===== src/rtl/axi4_slave_pkg.sv =====
// Shared constants and FSM state types for the AXI4 slave memory model.
package axi4_slave_pkg;

  localparam logic [1:0] OKAY   = 2'b00;
  localparam logic [1:0] SLVERR = 2'b10;

  localparam logic [1:0] FIXED  = 2'b00;
  localparam logic [1:0] INCR   = 2'b01;
  localparam logic [1:0] WRAP   = 2'b10;

  typedef enum logic [1:0] {
    W_IDLE = 2'd0,
    W_DATA = 2'd1,
    W_RESP = 2'd2
  } wr_state_e;

  typedef enum logic [0:0] {
    R_IDLE = 1'b0,
    R_DATA = 1'b1
  } rd_state_e;

endpackage


===== src/rtl/axi4_burst_addr_gen.sv =====
// Per-channel burst tracker: current word index, beat counter and last-beat flag.
module axi4_burst_addr_gen
  import axi4_slave_pkg::*;
#(
  parameter int WORD_BITS = 12
) (
  input  logic                 clk,
  input  logic                 rst_n,
  input  logic                 load,
  input  logic [WORD_BITS-1:0] start_word,
  input  logic [7:0]           len,
  input  logic [1:0]           burst,
  input  logic                 step,
  output logic [WORD_BITS-1:0] word,
  output logic                 last
);

  logic [WORD_BITS-1:0] word_r;
  logic [7:0]           len_r;
  logic [7:0]           cnt_r;
  logic                 fixed_r;

  // Capture burst context on accept; advance count and address on each beat
  always_ff @(posedge clk or negedge rst_n) begin
    if (!rst_n) begin
      word_r  <= '0;
      len_r   <= 8'd0;
      cnt_r   <= 8'd0;
      fixed_r <= 1'b0;
    end else if (load) begin
      word_r  <= start_word;
      len_r   <= len;
      cnt_r   <= 8'd0;
      fixed_r <= (burst == FIXED);
    end else if (step) begin
      cnt_r <= cnt_r + 8'd1;
      // WRAP and the reserved encoding both behave as INCR; the word index wraps at RAM size
      if (!fixed_r) begin
        word_r <= word_r + WORD_BITS'(1);
      end
    end
  end

  assign word = word_r;
  assign last = (cnt_r == len_r);

endmodule


===== config.mk =====
export PLATFORM = sky130hd
export DESIGN_NAME = axi4_burst_addr_gen
export DESIGN_NICKNAME = d
export VERILOG_FILES = /design/src/rtl/axi4_slave_pkg.sv /design/src/rtl/axi4_burst_addr_gen.sv
export SDC_FILE = /design/constraint.sdc
export NUM_CORES = 1
export LEC_CHECK = 0
export ABC_AREA = 1
export CORE_MARGIN = 2
export CORE_UTILIZATION = 45
export CTS_CLUSTER_SIZE = 16
export DETAILED_ROUTE_END_ITERATION = 10
export MAX_ROUTING_LAYER = met4
export PLACE_DENSITY = 0.73
export SLEW_MARGIN = 20
export SYNTH_ARGS = -nofsm -noshare
export SYNTH_HDL_FRONTEND = slang
export SYNTH_SLANG_ARGS = --single-unit

===== constraint.sdc =====
create_clock -name clk -period 1.54 [get_ports clk]
set_input_delay 0.308 -clock clk [delete_from_list [all_inputs] [get_ports clk]]
set_output_delay 0.308 -clock clk [all_outputs]
set_load 0.01 [all_outputs]

==> metrics <==
status=finished, violations left; failing checks=negative setup slack; row count=22; total vias in the final route=~1700; largest net degree at the start of global routing=35; Worst VDD drop=around 0.49 mV; Critical Path AT=approximately 1.3 ns; Synth top area share=a little over two fifths; drt first pass iters=4; Hold WC Path Type=in -> async; Synth Area per Inst=7.34 µm²; vias per std cell=4.91; clk slew on worst S/H paths=0.06 ns; total track usage=21.3%; Antenna Violating Nets Remaining=0; initial core utilization=a little under half; number of remaining DRC errors=0; initial antenna violation count=0; Synth Net Count=approximately 260; total of max-cap violations=0; final worst-path cycle share=102%; Die Wd=~65 µm; CP Class=reg -> out; slew margin rel.=between 70% and 80%; Critical Path Sink Type=output pin; nets=~330; setup ws final=-0.0286 ns; Detail Placement HPWL=2780 µm; Leak Pwr=roughly 0.0012 µW; io pins=39; die footprint=4240 µm²; Hold Fails Final Rpt=0; Area contributors post-synth=dfrtp_1, nand2_1, o21ai_0, nor2_1, nand3_1; placed cell area=approximately 2300 µm²; IO buf count=38; H-tree Lvls=2; Netlist cell types=25; Syn-to-layout area delta=43.8%; Inst Count DP=332; WL per Instance=~11 µm; final wirelength=around 3900 µm; # diodes=0; WP data required=about 1.2 ns; vias in the first global route=between 1500 and 2000; Final setup viols=1; max-slew violations=0; non-filler cells, final=approximately 350; total power=roughly 2100 µW; Seq/Total Area, Yosys=between 40% and 50%; post-synth top area cell=dfrtp_1; mapped cell area=about 1700 µm²; fill count=335; most frequent cells in the layout=nand2_1, clkdlybuf4s50_1, buf_4; PD cells=about 880 nW/µm²; core area=around 3600 µm²; post-synthesis instance total=229; CTS tree=yes; flops & latches, synth=29; CTS root buf=clkbuf_8; Slew @ Worst Pin=approximately 0.37 ns; Fmax=between 600 and 700 MHz; clock sink count=29; commonest non-fill, non-tap cell in the layout=nand2_1; first-pass GRT wire length=slightly below 7000 µm; worst skew pair latency=about 0.28 ns; TritonCTS buffer count=5; RSZ-0062 raised after global routing=true; floorplan die height=roughly 65 µm; min cycle time layout=between 1.5 and 2 ns; global route total overflow=0; Clock Skews=approximately 0.0047 ns; CP Max Fanout=3; ratio of cells with drive above 1 in the final layout=18.9%; CTS Buffer Depth=2; fin area=~2400 µm²; Ys Warns=0; CP Launch Type=flop; Final GP Congestion=approximately 0.82; Iter 0 DRT Violations=between 80 and 90; cts hold-fix bufs=0
flip-flops by register name, indices dropped and copies added (netlist names):
signal,flops
len_r,8
fixed_r,1
cnt_r,8
word,12
power breakdown:
group / leakage [µW] / switching (µW) / total, µW / internal, µW
Sequential: 0.000358 / 53.4 / 894 / 840
Combinational: 0.000764 / 310 / 636 / 326
Clock: 0.0000450 / 292 / 604 / 312
cell usage after synthesis:
master	n
inv_2	3
nor3_2	1
nand3b_1	2
inv_1	18
o31ai_1	1
or2_2	1
nand3_1	15
buf_2	3
nor2_1	22
nand4_1	7
buf_4	1
o21ai_0	17
a21oi_1	11
nor3_1	2
a31oi_1	1
nor2_2	6
o21a_1	1
xnor2_1	4
buf_6	3
o21ai_1	1
dfrtp_1	29
nor2_4	1
o21ai_4	1
ha_1	2
nand2_1	76
critical path, cell delays in order (launching register included):
cell and delay, ns:
dfrtp_1 0.40, or2_2 0.30, nand4_1 0.09, nor3_1 0.06, buf_2 0.13
final cells by class:
class                   count  area, µm²  share of cell area, %
inverters                  21       78.8                   3.26
flip-flops and latches     29        726                   30.0
clock inverters             2       10.0                  0.414
clock buffers               6       72.6                   3.00
multi-input cells         172        827                   34.2
well taps                  48       60.1                   2.49
repair buffers             71        642                   26.6
path summary, 6_finish.rpt:
path / start / to / slack [ns] / cells after the start
worst max register to register: word[0]$_DFFE_PN0P_ / word[6]$_DFFE_PN0P_ / 0.16 / 9
max in group asynchronous: rst_n / cnt_r[2]$_DFFE_PN0P_ / 0.85 / 2
worst max-delay path: cnt_r[1]$_DFFE_PN0P_ / last / -0.03 / 4
min in group clk: len_r[2]$_DFFE_PN0P_ / len_r[2]$_DFFE_PN0P_ / 0.49 / 2
worst min-delay path: rst_n / word[10]$_DFFE_PN0P_ / 0.42 / 2
worst min register to register: len_r[2]$_DFFE_PN0P_ / len_r[2]$_DFFE_PN0P_ / 0.49 / 2
what timing repair did:
| item | CTS | global route |
|---|---|---|
| setup buffers | 9 | 0 |
| pin swaps | 1 | 1 |
| setup endpoints to repair | 11 | 6 |
| resized for setup | 5 | 6 |
layer usage:
metal  vias to the layer above  GRT usage, %  part of all wire, %
li1                        877             -                    -
met4                         0          6.77                  1.4
met5                         -             -                    0
met2                        37          34.8                   49
met1                       796          26.6                   46
met3                         5          4.97                  3.8
kinds of logic (layout without fill, tap and decap cells):
family	Yosys count	count (layout)	synth area share (%)
compound gates	33	33	10.9
flops	29	29	43.2
xor+xnor	4	4	2.08
buf+inv	28	100	8.04
fa+ha+maj	2	2	1.49
simple gates	133	133	34.3
stage by stage:
| step | hold slack [ns] | worst slack (ns) | utilization, % | TNS [ns] |
|---|---|---|---|---|
| finish | 0.415 | -0.0286 | 66.5 | -0.0286 |
| global route | 0.447 | -0.0956 | 66.5 | -0.0956 |
| CTS | 0.426 | -0.0573 | 66.1 | -0.0573 |
| detailed placement | 0.488 | -0.145 | 62.1 | -0.903 |
| global placement | 0.482 | -0.129 | 62.1 | -0.686 |
| floorplan | 0.0124 | 0.235 | - | 0 |
No activity file was read; power rests on OpenSTA's default activity.
